`src/rtl/ps2_kbd_tx.sv`:
```
// Device-side PS/2 keyboard transmitter with a scan-code FIFO and a self-generated PS/2 clock.
// Optional host-inhibit detection on ps2_clk_in is enabled by defining PS2_TX_INHIBIT_EN.
module ps2_kbd_tx #(
    parameter int CLKDIV     = 1923,
    parameter int FIFO_AW    = 4,
    parameter int GAP_HALVES = 2
) (
    input  logic             clk_sys,
    input  logic             reset,
    input  logic [7:0]       code_in,
    input  logic             code_valid,
    output logic             code_ready,
    output logic             ps2_clk_out,
    output logic             ps2_dat_out,
    output logic             busy,
    output logic [FIFO_AW:0] fifo_count
`ifdef PS2_TX_INHIBIT_EN
    ,
    input  logic             ps2_clk_in
`endif
);

    localparam int DEPTH = 2 ** FIFO_AW;
    localparam int CW    = $clog2(CLKDIV);
    localparam int GW    = (GAP_HALVES > 1) ? $clog2(GAP_HALVES) : 1;
    localparam logic [CW-1:0]    CNT_LAST = CW'(CLKDIV - 1);
    localparam logic [GW-1:0]    GAP_LAST = GW'(GAP_HALVES - 1);
    localparam logic [FIFO_AW:0] FULL     = (FIFO_AW + 1)'(DEPTH);

    typedef enum logic [2:0] {
        S_IDLE, S_START, S_DATA, S_PARITY, S_STOP, S_GAP
    } state_t;

    logic [7:0]         mem_q [DEPTH];
    logic [FIFO_AW-1:0] wr_ptr_q, rd_ptr_q;
    logic [FIFO_AW:0]   count_q, count_d;
    logic               ready_q;
    logic               push, pop;

    state_t             state_q, state_d;
    logic               phase_q, phase_d;
    logic [CW-1:0]      cnt_q, cnt_d;
    logic [2:0]         bit_q, bit_d;
    logic [GW-1:0]      gap_q, gap_d;
    logic               clk_q, clk_d;
    logic               dat_q, dat_d;
    logic               busy_q, busy_d;
    logic               last;
    logic [2:0]         nb;
    logic [7:0]         head;
    logic               start_ok;

    assign push        = code_valid & ready_q;
    assign head        = mem_q[rd_ptr_q];
    assign code_ready  = ready_q;
    assign ps2_clk_out = clk_q;
    assign ps2_dat_out = dat_q;
    assign busy        = busy_q;
    assign fifo_count  = count_q;

`ifdef PS2_TX_INHIBIT_EN
    localparam int HW = $clog2(2 * CLKDIV + 1);
    localparam logic [HW-1:0] HI_MAX = HW'(2 * CLKDIV);
    logic [1:0]    sync_q;
    logic [HW-1:0] hi_q;

    always_ff @(posedge clk_sys or posedge reset) begin
        if (reset) begin
            sync_q <= 2'b00;
            hi_q   <= '0;
        end else begin
            sync_q <= {sync_q[0], ps2_clk_in};
            if (!sync_q[1])
                hi_q <= '0;
            else if (hi_q != HI_MAX)
                hi_q <= hi_q + 1'b1;
        end
    end

    assign start_ok = (hi_q == HI_MAX);
`else
    assign start_ok = 1'b1;
`endif

    always_comb begin
        unique case ({push, pop})
            2'b10:   count_d = count_q + 1'b1;
            2'b01:   count_d = count_q - 1'b1;
            default: count_d = count_q;
        endcase
    end

    always_ff @(posedge clk_sys) begin
        if (push)
            mem_q[wr_ptr_q] <= code_in;
    end

    always_ff @(posedge clk_sys or posedge reset) begin
        if (reset) begin
            wr_ptr_q <= '0;
            rd_ptr_q <= '0;
            count_q  <= '0;
            ready_q  <= 1'b1;
        end else begin
            if (push)
                wr_ptr_q <= wr_ptr_q + 1'b1;
            if (pop)
                rd_ptr_q <= rd_ptr_q + 1'b1;
            count_q <= count_d;
            ready_q <= (count_d != FULL);
        end
    end

    always_comb begin
        state_d = state_q;
        phase_d = phase_q;
        cnt_d   = cnt_q;
        bit_d   = bit_q;
        gap_d   = gap_q;
        clk_d   = clk_q;
        dat_d   = dat_q;
        busy_d  = busy_q;
        pop     = 1'b0;
        last    = (cnt_q == CNT_LAST);
        nb      = bit_q + 3'd1;
        unique case (state_q)
            S_IDLE: begin
                cnt_d   = '0;
                phase_d = 1'b0;
                if (count_q != '0 && start_ok) begin
                    state_d = S_START;
                    clk_d   = 1'b1;
                    dat_d   = 1'b0;
                    busy_d  = 1'b1;
                end
            end
            S_GAP: begin
                cnt_d = last ? '0 : cnt_q + 1'b1;
                if (last) begin
                    if (gap_q == GAP_LAST) begin
                        state_d = S_IDLE;
                        busy_d  = 1'b0;
                    end else begin
                        gap_d = gap_q + 1'b1;
                    end
                end
            end
            default: begin
                cnt_d = last ? '0 : cnt_q + 1'b1;
                if (last) begin
                    phase_d = ~phase_q;
                    clk_d   = phase_q;
                    // End of phase B: advance to the next bit, dat changes with clk rising
                    if (phase_q) begin
                        case (state_q)
                            S_START: begin
                                state_d = S_DATA;
                                bit_d   = 3'd0;
                                dat_d   = head[0];
                            end
                            S_DATA: begin
                                if (bit_q == 3'd7) begin
                                    state_d = S_PARITY;
                                    dat_d   = ~^head;
                                end else begin
                                    bit_d = nb;
                                    dat_d = head[nb];
                                end
                            end
                            S_PARITY: begin
                                state_d = S_STOP;
                                dat_d   = 1'b1;
                            end
                            S_STOP: begin
                                state_d = S_GAP;
                                dat_d   = 1'b1;
                                gap_d   = '0;
                                pop     = 1'b1;
                            end
                            default: ;
                        endcase
                    end
                end
            end
        endcase
`ifdef PS2_TX_INHIBIT_EN
        if (!sync_q[1] && (state_q == S_GAP ||
            (state_q != S_IDLE && !phase_q))) begin
            state_d = S_IDLE;
            phase_d = 1'b0;
            cnt_d   = '0;
            clk_d   = 1'b1;
            dat_d   = 1'b1;
            busy_d  = 1'b0;
            pop     = 1'b0;
        end
`endif
    end

    always_ff @(posedge clk_sys or posedge reset) begin
        if (reset) begin
            state_q <= S_IDLE;
            phase_q <= 1'b0;
            cnt_q   <= '0;
            bit_q   <= '0;
            gap_q   <= '0;
            clk_q   <= 1'b1;
            dat_q   <= 1'b1;
            busy_q  <= 1'b0;
        end else begin
            state_q <= state_d;
            phase_q <= phase_d;
            cnt_q   <= cnt_d;
            bit_q   <= bit_d;
            gap_q   <= gap_d;
            clk_q   <= clk_d;
            dat_q   <= dat_d;
            busy_q  <= busy_d;
        end
    end

endmodule
```
`config.mk`:
```
export PLATFORM = sky130hd
export DESIGN_NAME = ps2_kbd_tx
export DESIGN_NICKNAME = d
export VERILOG_FILES = /design/src/rtl/ps2_kbd_tx.sv
export SDC_FILE = /design/constraint.sdc
export NUM_CORES = 1
export LEC_CHECK = 0
export BUFFER_PORTS_ARGS = -buffer_cell sky130_fd_sc_hd__buf_2
export CAP_MARGIN = 10
export CORE_ASPECT_RATIO = 1.2
export CORE_UTILIZATION = 55
export CTS_CLUSTER_SIZE = 40
export DETAILED_ROUTE_END_ITERATION = 8
export PLACE_DENSITY = 0.74
export SYNTH_ARGS = -nofsm -noshare
export SYNTH_HDL_FRONTEND = slang
export SYNTH_SLANG_ARGS = --single-unit
```
`constraint.sdc`:
```
create_clock -name clk_sys -period 3.2 [get_ports clk_sys]
set_clock_uncertainty 0.15 [all_clocks]
set_input_delay 0.64 -clock clk_sys [delete_from_list [all_inputs] [get_ports clk_sys]]
set_output_delay 0.64 -clock clk_sys [all_outputs]
set_load 0.05 [all_outputs]
```
# After elaboration in Yosys (flattened, before gate mapping)
# Memory sizes are Yosys's and may differ from the RTL's.
# Index checks and enable logic that the tools add are counted.
# totals
wordCells	103
regBits	36
n_memories	1
ramBits	128
# op_classes
reduce_logical	21
addsub	7
magnitude_cmp	1
bitwise_logic	5
eq_ne	15
n_mux	41
# mem_list
memory	words	word_bits	read_ports	rd_clocked_by_memory_dff	write_ports	line_no	rtl
mem_q	16	8	1	0	1	34	logic [7:0] mem_q [DEPTH];
# ops
cell	count
11-bit two-way mux	2
1-bit two-way mux	21
3-bit two-way mux	7
3-bit one-hot mux with 2 select lines	2
3-bit one-hot mux with 4 select lines	1
2-bit nonzero test	6
11-bit by 1-bit adder with 11-bit output, second input constant	1
11-bit equality test, second input constant	1
1-bit one-hot mux with 2 select lines	5
5-bit one-hot mux with 2 select lines	1
5-bit AND reduction	2
3-bit equality test, second input constant	3
4-bit by 1-bit adder with 4-bit output, second input constant	2
2-bit != test, second input constant	4
4-bit AND reduction	2
8-bit XNOR reduction	1
7-bit AND reduction	1
3-bit by 2-bit equality test with 1-bit output, second input constant	2
6-bit nonzero test	1
5-bit by 1-bit adder with 5-bit output, second input constant	1
5-bit != test, second input constant	1
5-bit nonzero test	1
5-bit by 1-bit subtractor with 5-bit output, second input constant	1
3-bit by 4-bit less-than comparator with 1-bit output, second input constant	1
other kinds (16)	20

# Logic depth before layout (Yosys ltp)
# Gate-level depths: netlist (run 1).
# depth
ltp_word	8
mapped_depth	14
ltp_nobuf	14

# Worst setup path after synthesis (run 1)
# OpenSTA, ideal clock, no wires.
# synth_timing
kind	register to register
start	reg cnt_q[3]
end	reg ready_q (netlist: code_ready)
arrival_time_ns	2.901
setup_slack_ns	0.068
path_stages_with_launch	14
synth_period_minus_slack_ns	3.132
cell_sequence	dfrtp_1 > nor4b_1 > nand3_1 > nor4_1 > nand2_1 > nor2_1 > ha_1 > ha_1 > a21o_1 > a21oi_1 > xor2_1 > o21ai_0 > or4_1 > nand2b_1
# synth_between
elab_chain_len	6
elab_cells_between_ends	7
# synth_rtl
item	line_no	rtl
from (decl)	42	logic [CW-1:0] cnt_q, cnt_d;
from (signal assigned)	213	cnt_q <= cnt_d;
11-bit equality test *	124	last = (cnt_q == CNT_LAST);
1-bit two-way mux *	150	if (last) begin
1-bit two-way mux *	126	unique case (state_q)
net pop	38	logic push, pop;
2-bit by 1-bit equality test with 1-bit output / 2-bit equality test (equally long branches)	86	unique case ({push, pop})
5-bit one-hot mux with 2 select lines *	86	
net count_d[3]	36	logic [FIFO_AW:0] count_q, count_d;
5-bit != test *	110	ready_q <= (count_d != FULL);
to (signal assigned)	110	
to (decl)	37	logic ready_q;
# Mark *: on every way through the listed nets, which the timed path passes. The rest lies on a longest branch.
# A chain may end at the register's enable or synchronous reset.

# Worst setup path after layout (run 1)
# layout_timing
start	reg cnt_q[2]
end	reg ready_q (netlist: code_ready)
# Same word-level chain as after synthesis.

==> results.cfg, run 1 <==
[route]
final_routed_wirelength_across_all_metal_layers_um = 14100
ant_nets = 0
vias_per_instance = 5.91
drc_errors = 0
drt-initial-drc-count = 328
wire_per_inst_um = 20.3
dr.pass1.iters = 4
dr_total_vias = 4110

[place]
preCtsSetupSlack_ns = -0.0776
place.port_buffers = 19
globalplace.congestion = 0.810
dpl-instance-area_um2 = 7560
dp_hpwl_um = 9530

[yosys]
synth-seq-area-share_pct = 66.9
syn_area_per_cell_um2 = 15.3
yosys_warnings = 0
synth_seq_cells = 164
synthesized_instance_count = 465
synthArstFlopShare_pct = 22.0
postSynth.topFlopCell = sky130_fd_sc_hd__edfxtp_1
synth_nets = 490
synth.cell_area_um2 = 7100
synth_enable_flop_cells = 128
yosys.cell_types.count = 53

[floorplan]
die_height_um = 126
die_outline_area_um2 = 13400
num_rows = 45
dieWidth_um = 106
initial_core_util_pct = 56.3
placeableCoreArea_um2 = 12600
top_level_ports = 20

[layout]
most_common_cell_after_layout_fill_and_taps_aside = sky130_fd_sc_hd__edfxtp_1
final_layout_size_suffix_gt1_share_pct = 23.3
most-common-layout-cells = 128 x sky130_fd_sc_hd__edfxtp_1, 35 x sky130_fd_sc_hd__nand2_1, 33 x sky130_fd_sc_hd__nor2_1, 33 x sky130_fd_sc_hd__buf_4, 32 x sky130_fd_sc_hd__dfrtp_1
insertedDiodeCount = 0
design_area_um2 = 8190
layout-area-overhead-vs-synth_pct = 15.4
nets = 544

[sta]
finalHoldViolations = 0
finalCritPeriodShare_pct = 100
setup_repair_after_global_routing_missed_its_margin = true
totalNegativeSetupSlack_ns = 0
final_max_tran_viols = 0
layout_setup_ws_ns = 0.00141
period_needed_ns = 3.20
clock.fmax_ghz = 0.313
worstMarginPinSlew_ns = 0.588
timing.max_slew.rel_slack_pct = 60.8
final-setup-viol-count = 0

[clock_network]
cts-root-buf = sky130_fd_sc_hd__clkbuf_16
cts_hold_repair.buffers = 0
clock-sinks = 164
cts_htree_levels = 4
post_cts.repair.setup_buffers = 0
worstSkewPairLatency_ns = 0.42
cts_inserted_buffers = 17
ctsLongestPathBuffers = 2
tritoncts = done
clk_pin_slew_worst_paths_ns = 0.06

[job]
drv.max_cap_violation_count = 0

[setup_path]
rrSetupSlack_ns = 0.001
critPathLaunchType = flop
worstPathRequired_ns = 3.40
critPathMaxFanout = 4
endpoint_arrival_time_on_the_critical_path_ns = 3.40
endpoint_type_of_the_worst_setup_path = flop
critical_path_class = reg -> reg
timing.critical_path.from = cnt_q[2]
r2r-start = cnt_q[2]

[power_and_ir_drop]
power_density_nw_per_um2 = 725
worst_ir_drop_vdd_v = 0.000549
p_leak_nw = 2.91
post-layout-total-power_mw = 5.94

[global_route]
grtUsageTotal_pct = 23.3
grt_antenna_before_repair = 0
number_of_global_route_vias_before_repair = 4229
grt_start_max_net_pins = 27
globalRoute.totalOverflow = 0
grt_first_pass_wirelength_um = 22600

[min_path]
hold_path.class = in -> async

[run_status]
run_status = finished clean
-- worst max-delay path: stages (launching register included) --
cell	delay [ns]
sky130_fd_sc_hd__dfrtp_1	0.40
sky130_fd_sc_hd__nor4b_2	0.29
sky130_fd_sc_hd__nand3_1	0.12
sky130_fd_sc_hd__nor4_2	0.28
sky130_fd_sc_hd__nand2_1	0.11
sky130_fd_sc_hd__nor2_1	0.13
sky130_fd_sc_hd__ha_2	0.20
sky130_fd_sc_hd__buf_6	0.12
sky130_fd_sc_hd__fa_1	0.39
sky130_fd_sc_hd__mux2_2	0.27
sky130_fd_sc_hd__or4_1	0.51
sky130_fd_sc_hd__nand2b_4	0.15
-- per-stage QoR --
stage,hold slack [ns],utilization [%],std cells
detailed placement,0.340,59.9,664
floorplan,0.304,-,465
finish,0.0456,64.9,696
CTS,0.0376,64.6,696
global route,0.0767,64.9,696
global placement,0.323,59.9,664
-- what timing repair did --
item	CTS	global route
setup endpoints to repair	1	1
gates resized for setup	2	8
pin swaps	1	10
-- cell usage after synthesis, drive strengths merged, types with 2 or more instances --
| library cell | instances | area share (%) |
|---|---|---|
| inv | 7 | 0.37 |
| a221oi | 12 | 1.6 |
| a21o | 5 | 0.53 |
| ha | 13 | 2.3 |
| mux4 | 18 | 5.7 |
| nor2 | 33 | 1.7 |
| dfstp | 3 | 1.1 |
| and2 | 4 | 0.35 |
| nand4b | 2 | 0.25 |
| nand2 | 35 | 1.9 |
| o21ai | 19 | 1.3 |
| nor4 | 3 | 0.26 |
| mux2i | 24 | 3.4 |
| a21oi | 8 | 0.56 |
| nand2b | 11 | 0.97 |
| nand3 | 8 | 0.56 |
| nor3 | 9 | 0.79 |
| xnor2 | 18 | 2.2 |
| buf | 10 | 1.4 |
| nor2b | 4 | 0.35 |
| xor2 | 10 | 1.2 |
| a22oi | 6 | 0.63 |
| or4 | 2 | 0.26 |
| mux2 | 8 | 1.3 |
| o221ai | 2 | 0.25 |
| nand3b | 2 | 0.21 |
| dfrtp | 33 | 12 |
| edfxtp | 128 | 54 |
| a2111oi | 2 | 0.33 |
| clkbuf | 10 | 0.53 |
| and3 | 2 | 0.18 |
| nand4 | 2 | 0.18 |
| o22ai | 2 | 0.18 |
-- final timing paths --
check	endpoint	cells past startpoint
worst max-delay path	code_ready	11
worst min-delay path	fifo_count[2]	2
worst max register to register	code_ready	11
worst min register to register	bit_q[2]	2
max in group asynchronous	ps2_dat_out	3
min in group clk_sys	bit_q[2]	2
-- where the power goes --
group	switching (mW)	leakage, nW	internal [mW]
clock network	0.839	0.277	1.16
registers	0.202	1.61	2.59
logic	0.704	1.02	0.445
total	1.74	2.91	4.19
-- final cells by class --
class	count	area, um2
timing repair buffer	55	394
multi-input combinational	274	2230
tap	164	205
sequential	164	4750
clock buffer	18	429
clock inverter	14	151
fill	886	4430
inverter	7	26.3
-- layer usage --
metal  wire (um)  vias to the layer above  GRT usage (%)
li1            -                     1890              -
met1        5730                     2082           28.1
met2        7430                      107           40.3
met3         613                       31           5.09
met4         364                        0           10.2
met5           0                        -              0
-- cells by family (layout without fill, tap and decap cells) --
logic type / count (synthesis) / after routing / share of synthesized area, %
compound gates: 61 / 61 / 5.99
xor+xnor: 28 / 28 / 3.46
fa+ha+maj: 14 / 14 / 2.57
buf+inv: 27 / 94 / 2.31
flops: 164 / 164 / 66.9
mux: 50 / 50 / 10.4
simple gates: 121 / 121 / 8.39
-- sequential cells by signal (all words and copies together), names as in the netlist --
signal / cells
cnt_q: 11
rd_ptr_q: 4
gap_q: 1
phase_q: 1
state_q: 3
fifo_count: 5
bit_q: 3
busy: 1
ps2_clk_out: 1
ps2_dat_out: 1
wr_ptr_q: 4
code_ready: 1
mem_q: 128
Note: power is estimated with default switching activity, not from simulation.
==> inputs of run 2 (changes only) <==
--- a/config.mk
+++ b/config.mk
@@ -7,7 +7,6 @@
 export LEC_CHECK = 0
 export BUFFER_PORTS_ARGS = -buffer_cell sky130_fd_sc_hd__buf_2
 export CAP_MARGIN = 10
-export CORE_ASPECT_RATIO = 1.2
 export CORE_UTILIZATION = 55
 export CTS_CLUSTER_SIZE = 40
 export DETAILED_ROUTE_END_ITERATION = 8
==> results.cfg, run 2 (same netlist as run 1, synthesis figures left out) <==
[run_status]
run_status = finished clean

[global_route]
number_of_global_route_vias_before_repair = 4215
globalRoute.totalOverflow = 0
grt_antenna_before_repair = 0
grtUsageTotal_pct = 24.0
grt_first_pass_wirelength_um = 22800
grt_start_max_net_pins = 37

[route]
drc_errors = 0
ant_nets = 0
final_routed_wirelength_across_all_metal_layers_um = 14300
dr_total_vias = 4074
drt-initial-drc-count = 344
wire_per_inst_um = 20.2
vias_per_instance = 5.77
dr.pass1.iters = 6

[floorplan]
top_level_ports = 20
num_rows = 41
dieWidth_um = 116
placeableCoreArea_um2 = 12600
initial_core_util_pct = 56.2
die_height_um = 116
die_outline_area_um2 = 13400

[min_path]
hold_path.class = in -> async

[power_and_ir_drop]
power_frac_clock_pct = 32.8
switchingPower_mw = 1.77
power_density_nw_per_um2 = 719
cellInternalPower_mw = 4.12
comb_power_share_pct = 19.7
post-layout-total-power_mw = 5.89
netSwitchingFraction_pct = 30.0
worst_ir_drop_vdd_v = 0.000589
p_leak_nw = 2.92
power_share_of_the_sequential_group_pct = 47.4

[sta]
worstMarginPinSlew_ns = 0.782
final_max_tran_viols = 0
setup_repair_after_global_routing_missed_its_margin = true
finalHoldViolations = 0
final.hold.worst_slack_ns = 0.153
timing.max_slew.rel_slack_pct = 47.7
finalCritPeriodShare_pct = 99.6
clock.fmax_ghz = 0.314
final-setup-viol-count = 0
period_needed_ns = 3.19

[clock_network]
worstSkewPairLatency_ns = 0.43
cts_hold_repair.buffers = 0
clock-sinks = 164
cts_htree_levels = 4
ctsLongestPathBuffers = 2
clk_pin_slew_worst_paths_ns = 0.06
tritoncts = done
cts_inserted_buffers = 17
cts-root-buf = sky130_fd_sc_hd__clkbuf_16

[layout]
insertedDiodeCount = 0
most-common-layout-cells = 128 x sky130_fd_sc_hd__edfxtp_1, 35 x sky130_fd_sc_hd__nand2_1, 35 x sky130_fd_sc_hd__buf_4
most_common_cell_after_layout_fill_and_taps_aside = sky130_fd_sc_hd__edfxtp_1
final_layout_size_suffix_gt1_share_pct = 23.8
design_area_um2 = 8200
nets = 546
layout-area-overhead-vs-synth_pct = 15.5
max_flop_register = mem_q
largest_reg_flops = 128

[place]
place.port_buffers = 19
dpl-instance-area_um2 = 7570
globalplace.congestion = 0.791
dp_hpwl_um = 9200

[setup_path]
endpoint_type_of_the_worst_setup_path = flop
endpoint_arrival_time_on_the_critical_path_ns = 3.39
worstPathRequired_ns = 3.40
critical_path_class = reg -> reg
critPathLaunchType = flop
critPathMaxFanout = 2

[job]
drv.max_cap_violation_count = 0
==> run 2: cell count changes in the layout (fill, tap and decap cells not counted), moves of 2 or more <==
cell                         change
sky130_fd_sc_hd__clkinvlp_4      -3
sky130_fd_sc_hd__buf_4           +2
sky130_fd_sc_hd__clkinv_2        +2
sky130_fd_sc_hd__clkinv_4        +2
sky130_fd_sc_hd__o21ai_1         -2
==> run 2: area by class of cell <==
cell class / count / area, um2
clock buffers: 18 / 429
clock inverters: 14 / 126
well taps: 172 / 215
inverters: 7 / 26.3
fillers: 893 / 4420
multi-input cells: 274 / 2240
repair buffers: 57 / 409
flip-flops and latches: 164 / 4750
==> run 2: worst max-delay path, stage by stage (launching register included) <==
cell	delay, ns
sky130_fd_sc_hd__dfrtp_1	0.42
sky130_fd_sc_hd__nor4b_4	0.31
sky130_fd_sc_hd__nand3_1	0.11
sky130_fd_sc_hd__nor4_1	0.18
sky130_fd_sc_hd__nand2_1	0.16
sky130_fd_sc_hd__nor2_2	0.12
sky130_fd_sc_hd__ha_2	0.20
sky130_fd_sc_hd__ha_1	0.23
sky130_fd_sc_hd__a21o_1	0.19
sky130_fd_sc_hd__a21oi_2	0.14
sky130_fd_sc_hd__xor2_1	0.19
sky130_fd_sc_hd__o21ai_2	0.09
sky130_fd_sc_hd__or4_4	0.48
sky130_fd_sc_hd__nand2b_4	0.15
==> run 2: metrics by stage <==
stage	setup slack, ns	util (%)	instances	TNS, ns
floorplan	0.0680	-	465	0
global placement	-0.0105	60.0	672	-0.0105
detailed placement	-0.141	60.0	672	-0.141
CTS	-0.00837	64.7	706	-0.00837
global route	-0.123	64.9	706	-0.123
finish	0.0115	64.9	706	0
==> run 2: path summary, 6_finish.rpt <==
| kind | startpoint | endpoint | slack [ns] | cells past startpoint |
|---|---|---|---|---|
| setup reg to reg | cnt_q[2] | code_ready | 0.01 | 13 |
| hold reg to reg | bit_q[2] | bit_q[2] | 0.36 | 2 |
| max in group asynchronous | reset | code_ready | 2.38 | 3 |
| setup / recovery | cnt_q[2] | code_ready | 0.01 | 13 |
| min in group clk_sys | bit_q[2] | bit_q[2] | 0.36 | 2 |
| hold / removal | reset | cnt_q[2] | 0.15 | 3 |
==> run 2: timing repair <==
item | 4_1_cts | 5_1_grt
resized for setup | 7 | 5
buffers inserted | 2 | 0
pin swaps | 9 | 0
setup endpoints to repair | 1 | 1
==> run 2: power groups by stage <==
stage,sequential [mW],clock (mW),combinational (mW)
2_1_floorplan,2.88,0,0.676
3_3_place_gp,2.80,0,1.06
3_5_place_dp,2.82,0,1.10
4_1_cts,2.79,1.95,1.14
5_1_grt,2.82,2.04,1.28
6_report,2.79,1.93,1.16
==> run 2: routing by layer <==
layer	vias to the layer above	wire, um	track usage (%)
met4	0	417	10.8
met3	33	662	5.86
met5	-	0	0
met1	2031	5930	30.2
met2	121	7270	39.7
li1	1889	-	-
